$ cat config.mk
export PLATFORM = sky130hd
export DESIGN_NAME = pipe_ctrl
export DESIGN_NICKNAME = d
export VERILOG_FILES = /design/src/rtl/pipe_ctrl_pkg.sv /design/src/rtl/pipe_ctrl_stall_wdog.sv /design/src/rtl/pipe_ctrl.sv
export SDC_FILE = /design/constraint.sdc
export NUM_CORES = 1
export LEC_CHECK = 0
export CAP_MARGIN = 20
export CORE_MARGIN = 5
export CORE_UTILIZATION = 25
export DETAILED_ROUTE_END_ITERATION = 12
export SETUP_SLACK_MARGIN = 0.1
export SLEW_MARGIN = 20
export SYNTH_ARGS = -nofsm -noshare
export SYNTH_HDL_FRONTEND = slang
export SYNTH_SLANG_ARGS = --single-unit
$ cat constraint.sdc
create_clock -name clk -period 3.29 [get_ports clk]
set_clock_uncertainty 0.15 [all_clocks]
set_input_delay 0.658 -clock clk [delete_from_list [all_inputs] [get_ports clk]]
set_output_delay 0.658 -clock clk [all_outputs]
set_load 0.02 [all_outputs]
$ cat src/rtl/pipe_ctrl_pkg.sv
// pipe_ctrl_pkg: shared constants for the pipeline control unit.
//   - stall bus width and the five stall patterns (deeper stage freezes more)
//   - control FSM state encoding
//   - default exception vector and zero word
package pipe_ctrl_pkg;

  localparam int STALL_BUS_W = 6;

  // Bit0 PC, bit1 IF/ID, bit2 ID/EX, bit3 EX/MEM, bit4 MEM/WB, bit5 WB.
  localparam logic [STALL_BUS_W-1:0] STALL_NONE = 6'b000000;
  localparam logic [STALL_BUS_W-1:0] STALL_IF   = 6'b000011;
  localparam logic [STALL_BUS_W-1:0] STALL_ID   = 6'b000111;
  localparam logic [STALL_BUS_W-1:0] STALL_EX   = 6'b001111;
  localparam logic [STALL_BUS_W-1:0] STALL_MEM  = 6'b011111;

  localparam logic [31:0] EXC_VECTOR_DEFAULT = 32'h0000_0020;
  localparam logic [31:0] ZERO_WORD          = 32'h0000_0000;

  typedef enum logic {
    CTRL_IDLE     = 1'b0,
    CTRL_EXC_HOLD = 1'b1
  } ctrl_state_t;

endpackage

$ cat src/rtl/pipe_ctrl_stall_wdog.sv
// stall_wdog: consecutive-stall watchdog.
//   Ports:
//     clk           in  : core clock, rising edge
//     rst           in  : asynchronous active-high reset
//     stall_active  in  : stall bus is non-zero this cycle
//     flush         in  : pipeline flush this cycle
//     stall_timeout out : sticky flag, set the edge after the count hits LIMIT
//   Parameters: LIMIT (1..65535), W (counter width).
module stall_wdog #(
  parameter int LIMIT = 255,
  parameter int W     = 16
) (
  input  logic clk,
  input  logic rst,
  input  logic stall_active,
  input  logic flush,
  output logic stall_timeout
);

  localparam logic [W-1:0] LIMIT_W   = W'(LIMIT);
  localparam logic [W-1:0] COUNT_MAX = '1;

  logic [W-1:0] count;

  always_ff @(posedge clk or posedge rst) begin
    if (rst) begin
      count         <= '0;
      stall_timeout <= 1'b0;
    end else begin
      // The flag looks at the count held during this cycle, so it rises one
      // edge after the count reaches the limit and never falls until reset.
      if (count == LIMIT_W)
        stall_timeout <= 1'b1;
      if (!stall_active || flush)
        count <= '0;
      else if (count != COUNT_MAX)
        count <= count + 1'b1;
    end
  end

endmodule

$ cat src/rtl/pipe_ctrl.sv
// pipe_ctrl: pipeline control unit for the five-stage core.
//   Merges stall requests into the 6-bit stall bus (deepest request wins),
//   sequences exception/ERET flushes with a one-cycle hold that masks a stale
//   exc_valid, and drives the redirect PC. A watchdog flags a hung pipeline.
//   Ports:
//     clk, rst (async, active-high)
//     stallreq_if/id/ex/mem in : per-stage stall requests
//     exc_valid, exc_is_eret in: MEM-stage exception / ERET
//     cp0_epc [31:0]         in : EPC (already forwarded)
//     stall [5:0]            out: combinational stall bus
//     flush                  out: combinational flush
//     new_pc [31:0]          out: redirect target, valid with flush
//     stall_timeout          out: sticky watchdog flag
//   Optional macro PIPE_CTRL_PERF_EN adds perf_stall_cycles and
//   perf_flush_count (32-bit wrap-around event counters).
module pipe_ctrl
  import pipe_ctrl_pkg::*;
#(
  parameter logic [31:0] EXC_VECTOR = EXC_VECTOR_DEFAULT,
  parameter int          WDOG_LIMIT = 255,
  parameter int          WDOG_W     = 16
) (
  input  logic                   clk,
  input  logic                   rst,
  input  logic                   stallreq_if,
  input  logic                   stallreq_id,
  input  logic                   stallreq_ex,
  input  logic                   stallreq_mem,
  input  logic                   exc_valid,
  input  logic                   exc_is_eret,
  input  logic [31:0]            cp0_epc,
  output logic [STALL_BUS_W-1:0] stall,
  output logic                   flush,
  output logic [31:0]            new_pc,
  output logic                   stall_timeout
`ifdef PIPE_CTRL_PERF_EN
  ,
  output logic [31:0]            perf_stall_cycles,
  output logic [31:0]            perf_flush_count
`endif
);

  ctrl_state_t            state;
  logic [STALL_BUS_W-1:0] merged;
  logic                   exc_take;

  always_comb begin
    merged = STALL_NONE;
    if (stallreq_mem)
      merged = STALL_MEM;
    else if (stallreq_ex)
      merged = STALL_EX;
    else if (stallreq_id)
      merged = STALL_ID;
    else if (stallreq_if)
      merged = STALL_IF;
  end

  // rst gates the combinational outputs directly so they read as reset values
  // the moment rst rises, not just after the state register clears.
  assign exc_take = !rst && (state == CTRL_IDLE) && exc_valid;

  always_comb begin
    stall  = (rst || exc_take) ? STALL_NONE : merged;
    flush  = exc_take;
    new_pc = ZERO_WORD;
    if (exc_take)
      new_pc = exc_is_eret ? cp0_epc : EXC_VECTOR;
  end

  // EXC_HOLD always lasts one cycle; exc_valid seen there is ignored.
  always_ff @(posedge clk or posedge rst) begin
    if (rst) begin
      state <= CTRL_IDLE;
    end else begin
      case (state)
        CTRL_IDLE:     state <= exc_valid ? CTRL_EXC_HOLD : CTRL_IDLE;
        CTRL_EXC_HOLD: state <= CTRL_IDLE;
        default:       state <= CTRL_IDLE;
      endcase
    end
  end

  stall_wdog #(
    .LIMIT (WDOG_LIMIT),
    .W     (WDOG_W)
  ) u_wdog (
    .clk           (clk),
    .rst           (rst),
    .stall_active  (stall != STALL_NONE),
    .flush         (flush),
    .stall_timeout (stall_timeout)
  );

`ifdef PIPE_CTRL_PERF_EN
  always_ff @(posedge clk or posedge rst) begin
    if (rst) begin
      perf_stall_cycles <= '0;
      perf_flush_count  <= '0;
    end else begin
      if (stall != STALL_NONE)
        perf_stall_cycles <= perf_stall_cycles + 32'd1;
      if (flush)
        perf_flush_count <= perf_flush_count + 32'd1;
    end
  end
`endif

endmodule

==> key figures <==
Run status
  – Status: finished, final reports clean

Finish
  – Fill count: 544
  – Nets@finish: 274
  – FF+latch area: 450 um^2
  – Multi-input gate area: 773 um^2
  – Ant. Diodes: 0
  – Layout cells sized above 1: under 10%
  – Synth-to-layout area growth: 65.1%

Detailed routing
  – DR iter-0 viols: 88
  – Via-to-Cell Ratio: 4.81
  – Initial DRT Pass Iterations: 4
  – # DRC: 0
  – Vias: 1447
  – WL/cell: approximately 14 um
  – Final wirelength: 4.13 mm
  – ANT nets after route: 0

Yosys
  – Synthesized cell area: 1320 um^2
  – Post-synth top area share: 34.0%
  – Post-synthesis simple-gate area fraction: approximately 40%
  – Syn Area/Cell: 8.49 um^2
  – Top post-synthesis cells by area: dfrtp_1 (34%), and3_1 (17%), a21oi_1 (4.5%)
  – Syn_nets: around 200
  – Cells after synthesis: around 160
  – Post-synth top area cell: dfrtp_1
  – Ys Warns: 0
  – Most frequent cell after synthesis: and3_1
  – Seq/Total Area, Yosys: 34.0%
  – Adder-cell area share of the yosys netlist: 0.945%
  – Largest family of logic cells by synthesized area: simple AND/OR/NAND/NOR gates
  – Top FF cell, synth: dfrtp_1
  – Synth cell count leaders: and3_1 (35), dfrtp_1 (18), a21oi_1 (12), nand2_1 (11)
  – Post-synthesis mux area share: 2.27%
  – Xor and xnor area share after synthesis: 0%
  – Synth Register Bits: 18
  – Async SR Flop Fraction: 100%
  – Yosys cell types: between 40 and 50
  – Number of enable flip-flop cells after synthesis: 0
  – Compound-gate portion of the synthesized area: roughly 16%

Die
  – Core area: 5140 um^2
  – Io pins: 80
  – Die area: about 6900 um^2
  – Die Span Y: 82.8 um
  – Initial Util: 25.8%
  – Die X-Extent: between 80 and 90 um
  – Row count: 26

Global routing
  – First-pass GRT wire length: 6.42 mm
  – GRT met3 Usage: about 5.4%
  – Total track usage: roughly an eighth
  – Antenna violations before repair: 0
  – Met2 usage: roughly 18%
  – Met1 Use GR: 15.5%
  – Largest net degree at the start of global routing: 34
  – Busiest layer in global routing: met2
  – Grt total ovfl: 0
  – Vias in the first global route: 1365

STA
  – Final Critical Period: 3.03 ns
  – Slew HR: between 60% and 70%
  – Fin. Hold Viols: 0
  – Final number of setup-violating endpoints: 0
  – Fin crit share: 92.2%
  – RSZ-0062 raised after global routing: false
  – Slew Limit Fails: 0
  – Worst-Margin Slew: 0.569 ns
  – Setup_tns: 0 ns
  – Setup ws final: between 0.2 and 0.3 ns
  – Max frequency: 330 MHz

Clock network
  – Hold-fix buffers, CTS: 0
  – CTS Buffer Depth: 2
  – Num CTS Buffers: 3
  – Worst-Skew Late Latency: ~0.25 ns
  – Root Buffer: clkbuf_8
  – Clock transition at the registers of the reported paths: 0.07 ns
  – Clock sink total: 18
  – H-tree depth: 1
  – CTS tree: yes

Critical path
  – Worst-path fanout max: 33
  – Reg2reg setup slack: 1.32 ns
  – Crit path capture type: output pin
  – CP startpoint kind: input pin
  – Worst Setup EP: flush
  – CP arrival: about 2.2 ns
  – WP data required: 2.48 ns
  – Worst Setup SP: exc_valid
  – R2R cell count: 5
  – Crit path kind: in -> out
  – End of the worst register-to-register path: u_wdog.count[10]
  – Reg-to-reg startpoint: u_wdog.count[0]

Placed design
  – Dpl hpwl: 3.24 mm
  – GPL Wtd Cong: ~0.73
  – Setup slack at placement: 0.0445 ns
  – Port-buffer cells: 78

Power and ir drop
  – Leak pwr: between 0.001 and 0.0015 uW
  – Pwr dens: 234 nW/um^2
  – Worst ir drop on vdd: 0.000118 V

Run
  – Number of max-cap violations: 0

Worst hold path
  – Hold Crit Depth: 1
  – Worst Hold Class: reg -> reg
kinds of logic after synthesis:
logic type / Yosys count
AOI/OAI and AO/OA: 33
adders and majority gates: 1
buffers and inverters: 16
DFF: 18
muxes: 3
other: 1
and+or+nand+nor: 84
state kept, by name, indices dropped and copies added, names as in the netlist:
signal                cells
state                     1
u_wdog.count             16
u_wdog.stall_timeout      1
worst max-delay path: stages:
cell and delay, ns:
clkdlybuf4s50_1 0.45, nor2b_1 0.14, and2_1 0.18, buf_12 0.17, clkdlybuf4s50_1 0.62
final cells by class:
class	count	area share (%)
Tap cell	70	4.01
Sequential cell	18	20.6
Inverter	3	0.515
Clock buffer	3	1.89
Timing Repair Buffer	85	37.6
Multi-Input combinational cell	122	35.4
power by group:
part	total (uW)	switching, uW	internal [uW]
Combinational	131	56.4	74.7
Clock	154	72.6	81.3
Sequential	226	1.98	224
Total	511	131	380
metal layers:
metal	share of wire, %	wire [um]
met3	9.9	411
met4	1.3	55
met5	0	0
met1	43	1770
met2	46	1900
worst min path at each step:
stage / startpoint / end / slack, ns
floorplan: state / state / 0.26
global placement: u_wdog.stall_timeout / u_wdog.stall_timeout / 0.31
detailed placement: u_wdog.stall_timeout / u_wdog.stall_timeout / 0.32
CTS: u_wdog.stall_timeout / u_wdog.stall_timeout / 0.33
global route: u_wdog.stall_timeout / u_wdog.stall_timeout / 0.37
finish: u_wdog.stall_timeout / u_wdog.stall_timeout / 0.34
placed cells by master (no fill, tap or decap), types with 2 or more instances in the layout:
cell type	count
nor2_1	3
and4_1	2
a2111o_1	2
or4_1	2
nand2_1	11
and2_1	3
or3_1	2
nand2b_1	3
dfrtp_1	18
a21oi_1	12
clkbuf_8	3
inv_1	2
dlygate4sd2_1	29
buf_4	6
o21ai_0	4
o31ai_1	3
nand3_1	6
dlymetal6s2s_1	5
nor4_1	3
nand4_1	2
mux2i_1	3
and3_1	35
nor3_1	5
clkdlybuf4s50_1	44
a21boi_0	2
o21ai_1	3
what timing repair did:
item	CTS	global route
resized for setup	29	5
setup buffers	0	0
endpoints found under the setup margin	29	5
through the flow:
step | area, um^2 | total power [uW] | util [%] | hold slack [ns] | cells
floorplan | 1320 | 284 | - | 0.256 | 156
global placement | 2170 | 370 | 42.2 | 0.306 | 298
detailed placement | 2170 | 370 | 42.2 | 0.318 | 298
CTS | 2170 | 519 | 42.3 | 0.334 | 301
global route | 2190 | 536 | 42.5 | 0.373 | 301
finish | 2190 | 511 | 42.5 | 0.338 | 301
Note: power is estimated with default switching activity, not from simulation.
